File: config.mk
export PLATFORM = sky130hd
export DESIGN_NAME = chess_core
export DESIGN_NICKNAME = d
export VERILOG_FILES = /design/src/rtl/chess_pkg.sv /design/src/rtl/chess_attack_scan.sv /design/src/rtl/chess_core.sv
export SDC_FILE = /design/constraint.sdc
export NUM_CORES = 1
export LEC_CHECK = 0
export BUFFER_PORTS_ARGS = -buffer_cell sky130_fd_sc_hd__buf_2
export CORE_ASPECT_RATIO = 1.75
export CORE_MARGIN = 10
export CORE_UTILIZATION = 65
export DETAILED_ROUTE_END_ITERATION = 12
export MAX_ROUTING_LAYER = met4
export PLACE_DENSITY_LB_ADDON = 0.25
export SETUP_SLACK_MARGIN = 0.4
export SLEW_MARGIN = 20
export SYNTH_ARGS = -nofsm -noshare
export SYNTH_HDL_FRONTEND = slang
export SYNTH_HIERARCHICAL = 1
export SYNTH_SLANG_ARGS = --single-unit
File: constraint.sdc
create_clock -name clk -period 17.5 [get_ports clk]
set_input_delay 0.875 -clock clk [delete_from_list [all_inputs] [get_ports clk]]
set_output_delay 0.875 -clock clk [all_outputs]
set_load 0.005 [all_outputs]
File: src/rtl/chess_pkg.sv
// chess_pkg: shared definitions for the chess board co-processor.
//   - piece type codes and the 64-square board type
//   - serial command codes
//   - knight offset table and ray direction table as (dfile, drank) pairs
//   - attack-scan FSM state type
package chess_pkg;

    // Serial command codes (nibble 0 of a frame)
    localparam logic [3:0] CMD_WRITE  = 4'h1;
    localparam logic [3:0] CMD_READ   = 4'h2;
    localparam logic [3:0] CMD_QUERY  = 4'h3;
    localparam logic [3:0] CMD_RESULT = 4'h4;

    // Piece type field (bits 2:0 of a square); bit 3 is the colour, 0 white / 1 black
    localparam logic [2:0] PC_EMPTY  = 3'd0;
    localparam logic [2:0] PC_PAWN   = 3'd1;
    localparam logic [2:0] PC_KNIGHT = 3'd2;
    localparam logic [2:0] PC_BISHOP = 3'd3;
    localparam logic [2:0] PC_ROOK   = 3'd4;
    localparam logic [2:0] PC_QUEEN  = 3'd5;
    localparam logic [2:0] PC_KING   = 3'd6;
    localparam logic [2:0] PC_VOID   = 3'd7;  // reserved code, behaves as empty

    // Square index = rank*8 + file, a1 = 0, h8 = 63
    typedef logic [63:0][3:0] board_t;

    typedef logic signed [2:0] delta_t;

    typedef enum logic [1:0] {StIdle, StKnight, StRay} scan_state_e;

    function automatic logic piece_occupied(input logic [2:0] ptype);
        return (ptype != PC_EMPTY) && (ptype != PC_VOID);
    endfunction

    // Knight offsets, dfile component
    function automatic delta_t knight_df(input logic [2:0] i);
        case (i)
            3'd0:    return 3'sd1;
            3'd1:    return 3'sd2;
            3'd2:    return 3'sd2;
            3'd3:    return 3'sd1;
            3'd4:    return -3'sd1;
            3'd5:    return -3'sd2;
            3'd6:    return -3'sd2;
            default: return -3'sd1;
        endcase
    endfunction

    // Knight offsets, drank component
    function automatic delta_t knight_dr(input logic [2:0] i);
        case (i)
            3'd0:    return 3'sd2;
            3'd1:    return 3'sd1;
            3'd2:    return -3'sd1;
            3'd3:    return -3'sd2;
            3'd4:    return -3'sd2;
            3'd5:    return -3'sd1;
            3'd6:    return 3'sd1;
            default: return 3'sd2;
        endcase
    endfunction

    // Ray order N, NE, E, SE, S, SW, W, NW: odd indices are the diagonals
    function automatic delta_t ray_df(input logic [2:0] i);
        case (i)
            3'd0:    return 3'sd0;
            3'd1:    return 3'sd1;
            3'd2:    return 3'sd1;
            3'd3:    return 3'sd1;
            3'd4:    return 3'sd0;
            3'd5:    return -3'sd1;
            3'd6:    return -3'sd1;
            default: return -3'sd1;
        endcase
    endfunction

    function automatic delta_t ray_dr(input logic [2:0] i);
        case (i)
            3'd0:    return 3'sd1;
            3'd1:    return 3'sd1;
            3'd2:    return 3'sd0;
            3'd3:    return -3'sd1;
            3'd4:    return -3'sd1;
            3'd5:    return -3'sd1;
            3'd6:    return 3'sd0;
            default: return 3'sd1;
        endcase
    endfunction

endpackage

File: src/rtl/chess_attack_scan.sv
// chess_attack_scan: sequential "is this square attacked by side X" engine.
// Examines one candidate square per clk: 8 knight squares, then the 8 rays.
//   clk, rst     : clock, async active-high reset
//   board_i      : live view of the 64-square board
//   target_i     : square under test (rank*8 + file)
//   side_i       : attacking colour, 0 white / 1 black
//   start_i      : latch target/side and (re)start the scan
//   abort_i      : drop the scan, clearing busy and valid
//   busy_o       : scan in progress
//   valid_o      : result available
//   attacked_o   : result, meaningful when valid_o
module chess_attack_scan
    import chess_pkg::*;
(
    input  logic       clk,
    input  logic       rst,
    input  board_t     board_i,
    input  logic [5:0] target_i,
    input  logic       side_i,
    input  logic       start_i,
    input  logic       abort_i,
    output logic       busy_o,
    output logic       valid_o,
    output logic       attacked_o
);

    scan_state_e state_q;
    logic [2:0]  idx_q;     // knight offset or ray direction
    logic [2:0]  dist_q;    // ray step count, 1..7
    logic [2:0]  tfile_q;
    logic [2:0]  trank_q;
    logic        side_q;
    logic        busy_q;
    logic        valid_q;
    logic        attacked_q;

    delta_t            df;
    delta_t            dr;
    logic [2:0]        mult;
    logic signed [4:0] pf;
    logic signed [4:0] pr;
    logic              on_board;
    logic [3:0]        piece;
    logic [2:0]        ptype;
    logic              own;
    logic              diag;
    logic              adjacent;
    logic              pawn_dir_ok;
    logic              knight_hit;
    logic              ray_hit;
    logic              ray_stop;

    always_comb begin
        if (state_q == StKnight) begin
            df   = knight_df(idx_q);
            dr   = knight_dr(idx_q);
            mult = 3'd1;
        end else begin
            df   = ray_df(idx_q);
            dr   = ray_dr(idx_q);
            mult = dist_q;
        end
        // File and rank are computed separately, so file wrap-around cannot alias
        pf = $signed({2'b00, tfile_q}) + $signed({{2{df[2]}}, df}) * $signed({2'b00, mult});
        pr = $signed({2'b00, trank_q}) + $signed({{2{dr[2]}}, dr}) * $signed({2'b00, mult});
        on_board = (pf[4:3] == 2'b00) && (pr[4:3] == 2'b00);
        piece    = board_i[{pr[2:0], pf[2:0]}];
        ptype    = piece[2:0];
        own      = on_board && piece_occupied(ptype) && (piece[3] == side_q);
        diag     = idx_q[0];
        adjacent = (dist_q == 3'd1);
        // Pawns attack forward: a white attacker sits one rank below the target
        pawn_dir_ok = diag && (side_q ? (dr == 3'sd1) : (dr == -3'sd1));
        knight_hit  = on_board && (ptype == PC_KNIGHT) && (piece[3] == side_q);
        ray_hit = own && (
                      (!diag && ((ptype == PC_ROOK) || (ptype == PC_QUEEN)))
                   || ( diag && ((ptype == PC_BISHOP) || (ptype == PC_QUEEN)))
                   || (adjacent && (ptype == PC_KING))
                   || (adjacent && (ptype == PC_PAWN) && pawn_dir_ok));
        ray_stop = !on_board || piece_occupied(ptype) || (dist_q == 3'd7);
    end

    always_ff @(posedge clk or posedge rst) begin
        if (rst) begin
            state_q    <= StIdle;
            idx_q      <= '0;
            dist_q     <= 3'd1;
            tfile_q    <= '0;
            trank_q    <= '0;
            side_q     <= 1'b0;
            busy_q     <= 1'b0;
            valid_q    <= 1'b0;
            attacked_q <= 1'b0;
        end else if (start_i) begin
            state_q    <= StKnight;
            idx_q      <= '0;
            dist_q     <= 3'd1;
            tfile_q    <= target_i[2:0];
            trank_q    <= target_i[5:3];
            side_q     <= side_i;
            busy_q     <= 1'b1;
            valid_q    <= 1'b0;
            attacked_q <= 1'b0;
        end else if (abort_i) begin
            state_q    <= StIdle;
            busy_q     <= 1'b0;
            valid_q    <= 1'b0;
            attacked_q <= 1'b0;
        end else begin
            case (state_q)
                StKnight: begin
                    if (knight_hit) begin
                        state_q    <= StIdle;
                        busy_q     <= 1'b0;
                        valid_q    <= 1'b1;
                        attacked_q <= 1'b1;
                    end else if (idx_q == 3'd7) begin
                        state_q <= StRay;
                        idx_q   <= '0;
                        dist_q  <= 3'd1;
                    end else begin
                        idx_q <= idx_q + 3'd1;
                    end
                end
                StRay: begin
                    if (ray_hit) begin
                        state_q    <= StIdle;
                        busy_q     <= 1'b0;
                        valid_q    <= 1'b1;
                        attacked_q <= 1'b1;
                    end else if (ray_stop) begin
                        if (idx_q == 3'd7) begin
                            state_q    <= StIdle;
                            busy_q     <= 1'b0;
                            valid_q    <= 1'b1;
                            attacked_q <= 1'b0;
                        end else begin
                            idx_q  <= idx_q + 3'd1;
                            dist_q <= 3'd1;
                        end
                    end else begin
                        dist_q <= dist_q + 3'd1;
                    end
                end
                default: ;
            endcase
        end
    end

    assign busy_o     = busy_q;
    assign valid_o    = valid_q;
    assign attacked_o = attacked_q;

endmodule

File: src/rtl/chess_core.sv
// chess_core: chess board co-processor behind a 4-bit serial link (mode 0).
// Holds the input synchronisers, the frame/command decoder, the 64x4 board
// register array and the attack-scan engine.
//   clk   : system clock (at least 8x sck)
//   rst   : async active-high reset
//   sck   : serial clock, asynchronous to clk
//   cs_n  : frame select, active low; one command per low period
//   sdi   : serial data in, sampled on sck rising
//   sdo   : serial data out, updated after sck falling
module chess_core
    import chess_pkg::*;
#(
    parameter int unsigned SYNC_STAGES = 2
) (
    input  logic       clk,
    input  logic       rst,
    input  logic       sck,
    input  logic       cs_n,
    input  logic [3:0] sdi,
    output logic [3:0] sdo
);

    localparam int unsigned SdiW = SYNC_STAGES * 4;

    logic [SYNC_STAGES-1:0] sck_sync_q;
    logic [SYNC_STAGES-1:0] cs_sync_q;
    logic [SdiW-1:0]        sdi_sync_q;
    logic                   sck_prev_q;

    logic       sck_s;
    logic       cs_s;
    logic [3:0] sdi_s;
    logic       sck_rise;
    logic       sck_fall;

    logic [3:0] cmd_q;
    logic [2:0] cnt_q;     // nibbles seen this frame, saturating at 4
    logic [5:0] ptr_q;     // board pointer for WRITE/READ
    logic [5:0] sq_q;
    logic       side_q;
    logic       start_q;
    logic       abort_q;
    logic [3:0] sdo_q;
    board_t     board_q;

    logic scan_busy;
    logic scan_valid;
    logic scan_attacked;

    // sck, cs_n and sdi share the same depth so data stays aligned with its edge
    always_ff @(posedge clk or posedge rst) begin
        if (rst) begin
            sck_sync_q <= '0;
            cs_sync_q  <= '1;
            sdi_sync_q <= '0;
            sck_prev_q <= 1'b0;
        end else begin
            sck_sync_q <= (sck_sync_q << 1) | SYNC_STAGES'(sck);
            cs_sync_q  <= (cs_sync_q << 1) | SYNC_STAGES'(cs_n);
            sdi_sync_q <= (sdi_sync_q << 4) | SdiW'(sdi);
            sck_prev_q <= sck_s;
        end
    end

    assign sck_s    = sck_sync_q[SYNC_STAGES-1];
    assign cs_s     = cs_sync_q[SYNC_STAGES-1];
    assign sdi_s    = sdi_sync_q[SdiW-1 -: 4];
    assign sck_rise = sck_s & ~sck_prev_q;
    assign sck_fall = ~sck_s & sck_prev_q;

    always_ff @(posedge clk or posedge rst) begin
        if (rst) begin
            cmd_q   <= '0;
            cnt_q   <= '0;
            ptr_q   <= '0;
            sq_q    <= '0;
            side_q  <= 1'b0;
            start_q <= 1'b0;
            abort_q <= 1'b0;
            sdo_q   <= '0;
            board_q <= '0;
        end else begin
            start_q <= 1'b0;
            abort_q <= 1'b0;
            if (cs_s) begin
                cnt_q <= '0;
                cmd_q <= '0;
                sdo_q <= '0;
            end else begin
                if (sck_rise) begin
                    if (cnt_q == 3'd0) begin
                        cmd_q   <= sdi_s;
                        cnt_q   <= 3'd1;
                        ptr_q   <= '0;
                        abort_q <= (sdi_s == CMD_WRITE);
                    end else begin
                        if (cnt_q != 3'd4) begin
                            cnt_q <= cnt_q + 3'd1;
                        end
                        case (cmd_q)
                            CMD_WRITE: begin
                                board_q[ptr_q] <= sdi_s;
                                ptr_q          <= ptr_q + 6'd1;
                            end
                            CMD_QUERY: begin
                                case (cnt_q)
                                    3'd1: sq_q[5:4] <= sdi_s[1:0];
                                    3'd2: sq_q[3:0] <= sdi_s;
                                    3'd3: begin
                                        side_q  <= sdi_s[0];
                                        start_q <= 1'b1;
                                    end
                                    default: ;
                                endcase
                            end
                            default: ;
                        endcase
                    end
                end
                if (sck_fall) begin
                    case (cmd_q)
                        CMD_READ: begin
                            sdo_q <= board_q[ptr_q];
                            ptr_q <= ptr_q + 6'd1;
                        end
                        CMD_RESULT: sdo_q <= {scan_busy, 1'b0, scan_valid, scan_attacked};
                        default:    sdo_q <= '0;
                    endcase
                end
            end
        end
    end

    assign sdo = sdo_q;

    chess_attack_scan u_scan (
        .clk        (clk),
        .rst        (rst),
        .board_i    (board_q),
        .target_i   (sq_q),
        .side_i     (side_q),
        .start_i    (start_q),
        .abort_i    (abort_q),
        .busy_o     (scan_busy),
        .valid_o    (scan_valid),
        .attacked_o (scan_attacked)
    );

endmodule

# After elaboration in Yosys (flattened, before gate mapping)
# Cells that the tools add are included.
# word_totals
reg_bits,313
input_bits,8
out_inout_bits,4
wordCells,281
# op_classes
addsub,6
mul,2
n_lt_le_gt_ge,3
eq_ne,41
mux,80
bitwise,9
n_reduce_logical,54
# op_table
operator,n
$bwmux W256,1
$mux W3,21
$bmux W4 S6,2
$mux W4,8
$mux W6,5
$demux W4 S6,1
$eq A3 B3 Y1 const B,8
$mux W1,24
$pmux W3 S2,4
$eq A3 B2 Y1 const B,7
$ne A3 B3 Y1 const B,6
$pmux W3 S3,2
$reduce_or A2 Y1,8
$eq A3 B1 Y1 const B,5
$reduce_and A5 Y1,3
$logic_and A1 B1 Y1,14
$lt A6 B7 Y1 const B,2
$mux W2,7
$reduce_and A4 Y1,3
$reduce_and A6 Y1,2
$add A4 B5 Y5,2
$mul A3 B4 Y5,2
$ne A5 B3 Y1 const B,2
$add A3 B1 Y3 const B,3
other kinds (29),53

# Longest topological paths before layout
# Gate-level depths: netlist (run 1).
# depth
word_depth,19
depth_mapped,25
mapped_depth_nobuf,22

# Cells and area by module
# The synthesis (run 1) kept the hierarchy.
# by_module_without_submodules
module,instances,cells_per_inst,area_per_inst_um2,seq_area_each_um2
chess_core,1,1035,13824.5,7384.6
chess_attack_scan,1,398,4152.7,451.7

# Worst setup path before layout (run 1)
# No wires, ideal clock.
# synth_timing
path_type,register to register
start,reg u_scan.idx_q[0]
end,reg u_scan.dist_q[1]
setup_ns,0.128
arrival_ns,5.704
t_required_ns,17.372
slack_ns,11.668
path_stages_with_launch,21
n_path_buf,1
synth_period_minus_slack_ns,5.832
path_cell_list,dfrtp_1 -> ha_1 -> ha_1 -> nor2_1 -> o21a_1 -> nand2_1 -> fa_1 -> fa_1 -> fa_1 -> inv_1 -> ha_1 -> buf_4 -> mux4_2 -> mux2_2 -> or3_1 -> nand4_1 -> nand3_1 -> and2_0 -> or4b_4 -> o211ai_2 -> mux2_1
# synth_between
elab_chain_cells,17
elab_cells_between_ends,76
cone_classes,add/sub: 2; mul: 2; eq/ne: 21; mux: 14; reduce/logical: 37
# synth_lines
element,line_no,rtl
from (decl),chess_attack_scan.sv:28,logic [2:0] idx_q;
from (signal assigned),chess_attack_scan.sv:122,idx_q <= idx_q + 3'd1;
from (signal assigned),chess_attack_scan.sv:138,idx_q <= idx_q + 3'd1;
"$eq A3 B1 Y1, or another cell as far along","chess_pkg.sv:37, chess_pkg.sv:51, chess_pkg.sv:65",
$reduce_or A3 Y1 (no line) or $reduce_or A2 Y1 (tied branches),n/a,
"$pmux W3 S2, or another cell as far along",chess_pkg.sv:65,case (i)
$mux W3,chess_attack_scan.sv:54,if (state_q == StKnight) begin
"$mul A3 B4 Y5, on equally long branches","chess_attack_scan.sv:64, chess_attack_scan.sv:65",
"$add A4 B5 Y5, on equally long branches","chess_attack_scan.sv:64, chess_attack_scan.sv:65",
$bmux W4 S6,chess_attack_scan.sv:67,"piece = board_i[{pr[2:0], pf[2:0]}];"
$mux W4 (implied by the code),chess_attack_scan.sv:67,
"$ne A3 B3 Y1, or another cell as far along",chess_pkg.sv:32,return (ptype != PC_EMPTY) && (ptype != PC_VOID);
"$logic_and A1 B1 Y1, or another cell as far along",chess_pkg.sv:32,
"$logic_or A1 B1 Y1, or another cell as far along",chess_attack_scan.sv:80,ray_stop = !on_board || piece_occupied(ptype) || (dist_q == 3'd7);
"$logic_or A1 B1 Y1, on equally long branches","chess_attack_scan.sv:80, chess_attack_scan.sv:77",
$mux W3 or $logic_or A1 B1 Y1 (tied branches),"chess_attack_scan.sv:131, chess_attack_scan.sv:78",
$mux W3 or $logic_or A1 B1 Y1 (tied branches),"chess_attack_scan.sv:126, chess_attack_scan.sv:79",
$pmux W3 S2 or $logic_and A1 B1 Y1 (tied branches),"chess_attack_scan.sv:110, chess_attack_scan.sv:75",
$mux W3 or $ne A3 B3 Y1 (tied branches),n/a,
$mux W3 or $reduce_and A6 Y1 (tied branches),n/a,
to (signal assigned),chess_attack_scan.sv:142,dist_q <= dist_q + 3'd1;
to (decl),chess_attack_scan.sv:29,logic [2:0] dist_q;
# Parallel ways exist; a longest one is shown, timed or not. The select of a mux whose other input is x is not followed.
# A chain may end at the register's enable or synchronous reset.

# Worst setup path in the final report (run 1)
# layout_timing
start,reg u_scan.state_q[1]
end,reg u_scan.dist_q[1]
# layout_between
elab_chain_cells,15
elab_cells_between_ends,57
cone_classes,add/sub: 2; mul: 2; eq/ne: 16; mux: 11; reduce/logical: 26
# layout_lines
element,line_no,rtl
from (decl),chess_attack_scan.sv:27,scan_state_e state_q;
from (signal assigned),chess_attack_scan.sv:85,state_q <= StIdle;
from (signal assigned),chess_attack_scan.sv:95,state_q <= StKnight;
from (signal assigned),chess_attack_scan.sv:105,state_q <= StIdle;
$eq A2 B1 Y1,"chess_attack_scan.sv:54, chess_attack_scan.sv:110",
$mux W3,chess_attack_scan.sv:54,
"$mul A3 B4 Y5, on equally long branches","chess_attack_scan.sv:64, chess_attack_scan.sv:65",
"$add A4 B5 Y5, on equally long branches","chess_attack_scan.sv:64, chess_attack_scan.sv:65",
$bmux W4 S6,chess_attack_scan.sv:67,
$mux W4 (implied by the code),chess_attack_scan.sv:67,
"$ne A3 B3 Y1, or another cell as far along",chess_pkg.sv:32,
"$logic_and A1 B1 Y1, or another cell as far along",chess_pkg.sv:32,
"$logic_or A1 B1 Y1, or another cell as far along",chess_attack_scan.sv:80,
"$logic_or A1 B1 Y1, on equally long branches","chess_attack_scan.sv:80, chess_attack_scan.sv:77",
$mux W3 or $logic_or A1 B1 Y1 (tied branches),"chess_attack_scan.sv:131, chess_attack_scan.sv:78",
$mux W3 or $logic_or A1 B1 Y1 (tied branches),"chess_attack_scan.sv:126, chess_attack_scan.sv:79",
$pmux W3 S2 or $logic_and A1 B1 Y1 (tied branches),"chess_attack_scan.sv:110, chess_attack_scan.sv:75",
$mux W3 or $ne A3 B3 Y1 (tied branches),n/a,
$mux W3 or $reduce_and A6 Y1 (tied branches),n/a,
# Parallel ways exist; a longest one is shown, timed or not. The select of a mux whose other input is x is not followed.

==> results_dict.tcl, run 1 <==
set metrics [dict create \
    synth_nets 1483 \
    clock_path_buffers 3 \
    timing.final.hold_violations 0 \
    antenna_found_initial 0 \
    cpMaxStageDelayCell "or4b_4" \
    outcome "finished clean" \
    globalplace.congestion 0.996 \
    power.share.combinational_pct 40.5 \
    syn_to_final_growth_pct 6.63 \
    cts.sinks 313 \
    ys_ff_latch 313 \
    cp-start-kind "register" \
    ys.flop_type "dfrtp_1" \
    grt_use_total_pct 29.6 \
    min_period_ns 6.93 \
    ys_types 79 \
    crit_start "u_scan/state_q[1]" \
    vias_per_cell 7.14 \
    cts_buffers 29 \
    synth_top_area_share_pct 43.2 \
    n_antenna_cell 0 \
    nNetsFinal 1441 \
    cpMostUsedCell "inv_1" \
    synth_area_um2 18000 \
    wl_per_cell_um 28.2 \
    die_y_um 240 \
    grt_remaining_overflow 0 \
    rr_startpoint "u_scan/state_q[1]" \
    rows 80 \
    final_util_pct 70.1 \
    critPathKind "reg2reg" \
    place_inst 1729 \
    num_io_pins 12 \
    worstHoldPathType "reg2reg" \
    grt_pass1_vias 13000 \
    placed_area_um2 18200 \
    stdcell_area_um2 19200 \
    swShare_pct 38.1 \
    required_ns 17.95 \
    clk_latency_ns 0.58 \
    worstHoldStart "sdi_sync_q[3]" \
    ir_drop_uv 164 \
    skew_ns 0.0179 \
    first_pass_iters 6 \
    yosys_warnings 6 \
    critical-path-max-stage-delay_ns 0.59 \
    relSlewSlack_pct 18.9 \
    cts-root-buf "clkbuf_16" \
    finalSetupViolCount 0 \
    synth_top_area_cell "dfrtp_1" \
    critPathCaptureType "register" \
    h-tree-depth 1 \
    period_share_pct 39.6 \
    clkPwrFrac_pct 28.0 \
    crit_fanout 44 \
    die_area_um2 35000 \
    start_util_pct 65.8 \
    drv_slew 0 \
    io_buffers 11 \
    intPower_mw 1.48 \
    drive_gt1_share_pct 35.2 \
    p_per_area_nw_per_um2 124 \
    clkSlewWorstSetupHoldPaths_ns 0.07 \
    async_flop_share_pct 100 \
    core_area_um2 27300 \
    leakage_nw 8.72 \
    tightestPinTransition_ns 1.22 \
    synth_edf_count 0 \
    drv_cap 0 \
    synthTopCellsByArea "dfrtp_1 (43%), mux2_2 (18%), mux4_2 (12%)" \
    finalNonFillerCells 1782 \
    route.detailed.drc 0 \
    crit_chain "inv_1 > ha_1 > inv_1 > a211oi_1 > nor2_1 > o21ai_0 > a22o_1 > ha_1 > inv_1 > fa_1 > fa_1 > inv_1 > ha_2 > buf_4 > mux4_2 > mux2_2 > or3_1 > nand4_1 > nand3_1 > and2_0 > or4b_4 > o211ai_2 > mux2_1" \
    rsz0062_at_grt "false" \
    post_cts_resized 0 \
    hold_buffers 0 \
    grt_max_degree 179 \
    synth.avg_cell_area_um2 12.5 \
    synthCells 1433 \
    die_w_um 146 \
    clock.fmax_mhz 144 \
    hpwl_um 34100 \
    synth_most_common_cell "dfrtp_1" \
    synth_common_cells "dfrtp_1 (310), mux2_2 (292), mux4_2 (94), nand2_1 (86), nor2_1 (77)" \
    final_antenna_net_count 0 \
    worstHoldPathCells 0 \
    cts_setup_buffers 0 \
    wirelength_um 50300 \
    tns_ns 0 \
    tritoncts "yes" \
    seq_power_share_pct 31.4 \
    ys_seq_area_share_pct 43.6 \
    worstPathArrival_ns 7.38 \
    reg2reg_depth 23 \
    first_iter_violations 1260 \
    switchingPower_mw 0.907 \
    grt_pass1_wl_um 78200 \
    vias 12700 \
]
[critical path: cells and delay by family (launching register included)]
kind                     cells  cell delay [ns]
AO/OA/AOI/OAI                4             0.78
adder cells (fa/ha/maj)      5             1.92
buffers and inverters        5             0.97
flip-flops                   1             0.40
multiplexers                 3             1.21
AND/OR/NAND/NOR              6             1.50
[flip-flops by register name (all words and copies together), names as in the netlist, 3 cells and up]
name            flops
sdo                 4
cmd_q               4
ptr_q               6
u_scan/dist_q       3
sq_q                6
sdi_sync_q          8
u_scan/tfile_q      3
board_q           256
u_scan/idx_q        3
cnt_q               3
u_scan/trank_q      3
[routing by layer]
metal	track usage, %	part of all wire, %	vias to the layer above
li1	-	-	5311
met5	-	0	-
met4	22.2	9.0	0
met1	32.4	34	6452
met2	48.6	49	700
met3	4.29	7.4	268
[cell families (layout without fill, tap and decap cells)]
group                    Yosys count  count (layout)  synth area share [%]
XOR/XNOR                           7               7                 0.341
AO/OA/AOI/OAI                    187             187                  7.33
AND/OR/NAND/NOR                  316             316                  9.39
buffers and inverters            138             118                  3.51
adder cells (fa/ha/maj)           42              42                  3.26
flip-flops                       313             313                  43.6
multiplexers                     430             430                  32.6
[power by group through the flow]
stage,clock (mW),sequential [mW],combinational (mW)
after floorplan,0,0.758,0.745
after global placement,0,0.762,0.930
after detailed placement,0,0.763,0.940
after CTS,0.674,0.749,0.945
after global routing,0.700,0.751,1.02
final,0.668,0.749,0.966
[path summary, 6_finish.rpt]
path	end	slack, ns
max in group asynchronous	sdi_sync_q[4]	15.32
worst min-delay path	sdi_sync_q[7]	0.35
worst min register to register	sdi_sync_q[7]	0.35
worst max-delay path	u_scan/dist_q[1]	10.57
min in group asynchronous	sq_q[1]	0.45
worst max register to register	u_scan/dist_q[1]	10.57
[through the flow]
stage,setup WS [ns],total power [mW],hold WS (ns)
2_1_floorplan,8.48,1.50,0.331
3_3_place_gp,10.77,1.69,0.332
3_5_place_dp,10.63,1.70,0.341
4_1_cts,10.61,2.37,0.351
5_1_grt,10.20,2.47,0.357
6_report,10.57,2.38,0.348
[layout make-up]
type,count,area [um2]
tap,369,462
fill,1914,8160
multi-input combinational,982,9530
clock inverter,12,191
inverter,37,146
timing repair buffer,28,195
clock buffer,41,791
sequential,313,7850
[cells in the final DEF, fill, tap and decap left out, types with 12 or more instances in the layout]
| cell type | netlist | routed |
|---|---|---|
| o21ai_0 | 35 | 35 |
| clkbuf_16 | 0 | 29 |
| mux4_2 | 94 | 94 |
| a21oi_1 | 32 | 32 |
| nand2_1 | 86 | 86 |
| nand2b_1 | 12 | 12 |
| ha_1 | 34 | 31 |
| buf_4 | 8 | 16 |
| a22oi_1 | 19 | 19 |
| inv_1 | 34 | 33 |
| mux2i_1 | 37 | 37 |
| nor2_1 | 77 | 77 |
| a221oi_1 | 15 | 15 |
| nor2b_1 | 22 | 22 |
| nand3_1 | 21 | 21 |
| mux2_2 | 292 | 292 |
| dfrtp_1 | 310 | 303 |
No activity file was read; power rests on OpenSTA's default activity.
==> run 2: changes to the inputs <==
--- a/config.mk
+++ b/config.mk
@@ -8,7 +8,7 @@
 export BUFFER_PORTS_ARGS = -buffer_cell sky130_fd_sc_hd__buf_2
 export CORE_ASPECT_RATIO = 1.75
 export CORE_MARGIN = 10
-export CORE_UTILIZATION = 65
+export CORE_UTILIZATION = 58
 export DETAILED_ROUTE_END_ITERATION = 12
 export MAX_ROUTING_LAYER = met4
 export PLACE_DENSITY_LB_ADDON = 0.25
==> constraint.sdc (replaced) <==
create_clock -name clk -period 5.81 [get_ports clk]
set_input_delay 0.2905 -clock clk [delete_from_list [all_inputs] [get_ports clk]]
set_output_delay 0.2905 -clock clk [all_outputs]
set_load 0.005 [all_outputs]
==> run 2 against run 1 <==
Cell count increased by 5.4%. Clock-buffer cell count decreased by 1. Sequential power increased to 3.0 times the previous value. Clock power increased to 2.9 times the previous value. Largest power group unchanged.
==> results_dict.tcl, run 2 (synthesis gave the netlist of run 1 again) <==
set metrics [dict create \
    outcome "finished clean" \
    clock_path_buffers 3 \
    n_antenna_cell 0 \
    globalplace.congestion 0.989 \
    rows 85 \
    route.detailed.drc 0 \
    io_buffers 11 \
    clk_latency_ns 0.57 \
    finalPower_mw 8.01 \
    cp_top_family "adder cells" \
    rr_startpoint "u_scan/idx_q[0]" \
    finalSetupViolCount 0 \
    setup_ws_ns 0.0203 \
    crit_fanout 15 \
    cts_buffers 29 \
    rsz0062_at_grt "true" \
    wirelength_um 54800 \
    ff2ff_setup_slack_ns 0.02 \
    nNetsFinal 1516 \
    holdWs_ns 0.350 \
    timing.final.hold_violations 0 \
    skew_ns 0.0132 \
    cpMaxStageDelayCell "or4b_4" \
    first_pass_iters 7 \
    die_area_um2 38700 \
    start_util_pct 58.5 \
    critPathCaptureType "register" \
    core_area_um2 30700 \
    critical-path-max-stage-delay_ns 0.59 \
    drv_slew 0 \
    largestRegisters "board_q x256, sdi_sync_q x8" \
    worstHoldPathCells 0 \
    first_iter_violations 1151 \
    finalNonFillerCells 1879 \
    place_inst 1811 \
    min_period_ns 5.79 \
    final_util_pct 65.3 \
    p_per_area_nw_per_um2 399 \
    dpl_worst_slack_ns -0.221 \
    r2r-end "u_scan/dist_q[1]" \
    reg2reg_depth 21 \
    ir_drop_uv 382 \
    num_io_pins 12 \
    hold_end "sdi_sync_q[5]" \
    cp-start-kind "register" \
    crit_chain "ha_4 > ha_4 > nor2_4 > o21a_4 > nand2_1 > fa_1 > fa_1 > fa_1 > inv_2 > ha_4 > buf_12 > mux4_2 > mux2i_1 > buf_4 > a22oi_1 > o21a_1 > nor3_1 > a211o_1 > or4b_4 > o211ai_4 > mux2_4" \
    grt_use_total_pct 28.9 \
    drv_cap 0 \
    final_common_cell "dfrtp_1" \
    mostFrequentLayoutCells "dfrtp_1 (301), mux2_2 (291), mux4_2 (94)" \
    final_antenna_net_count 0 \
    top_register "board_q" \
    die_y_um 253 \
    largest_reg_flops 256 \
    worstPathArrival_ns 6.24 \
    grt_remaining_overflow 0 \
    cts-root-buf "clkbuf_16" \
    grt_max_degree 174 \
    syn_to_final_growth_pct 11.6 \
    tightestPinTransition_ns 1.21 \
    critPathBufInv 3 \
    grt_pass1_wl_um 83700 \
    cts.sinks 313 \
    tritoncts "yes" \
    relSlewSlack_pct 17.0 \
    hpwl_um 38800 \
    fillers 2317 \
    worstHoldPathType "reg2reg" \
    wl_per_cell_um 29.1 \
    vias_per_cell 6.85 \
    clkSlewWorstSetupHoldPaths_ns 0.07 \
    period_share_pct 99.7 \
    leakage_nw 9.14 \
    clock.fmax_mhz 173 \
    drive_gt1_share_pct 40.4 \
    grt_pass1_vias 13300 \
    h-tree-depth 1 \
    die_w_um 153 \
    vias 12900 \
    critPathKind "reg2reg" \
    required_ns 6.26 \
    crit_start "u_scan/idx_q[0]" \
    antenna_found_initial 0 \
    worstHoldStart "sdi_sync_q[1]" \
]
## run 2: worst max-delay path by stage
stage / endpoint / slack (ns) / cells after the start
floorplan: u_scan/dist_q[1] / 0.18 / 20
global placement: u_scan/idx_q[2] / -0.16 / 20
detailed placement: u_scan/dist_q[1] / -0.22 / 22
CTS: u_scan/idx_q[2] / -0.004 / 19
global route: u_scan/dist_q[1] / -0.16 / 19
finish: u_scan/dist_q[1] / 0.02 / 21
## run 2: layer usage
metal	routed length [um]	global-route usage, %
met1	18900	30.9
met2	28000	49.0
met3	3330	3.91
met4	4520	19.4
met5	0	-
## run 2: final cells by class
| class | instances | area [um2] | area share, % |
|---|---|---|---|
| Clock buffer | 40 | 807 | 4.02 |
| Clock inverter | 13 | 126 | 0.630 |
| Inverter | 37 | 145 | 0.723 |
| Multi-Input combinational cell | 982 | 9780 | 48.7 |
| Sequential cell | 313 | 7850 | 39.1 |
| Tap cell | 391 | 489 | 2.44 |
| Timing Repair Buffer | 103 | 865 | 4.31 |
## run 2: where the power goes
group	internal, mW	switching [mW]	leakage, nW	total (mW)
clock	1.06	0.853	0.455	1.91
sequential	2.22	0.0536	4.31	2.27
combinational	1.69	2.13	4.38	3.82
## run 2: repair_timing
item,CTS,global route
gates resized for setup,29,20
hold buffers,7,0
pin swaps,23,18
endpoints found under the hold margin,62,0
endpoints found under the setup margin,11,11
buffers inserted,2,5
## run 2: through the flow
stage / TNS [ns] / cell area [um2]
after floorplan: 0 / 18000
after global placement: -0.876 / 18800
after detailed placement: -1.44 / 18800
after CTS: -0.00410 / 19900
after global routing: -0.849 / 20100
final: 0 / 20100
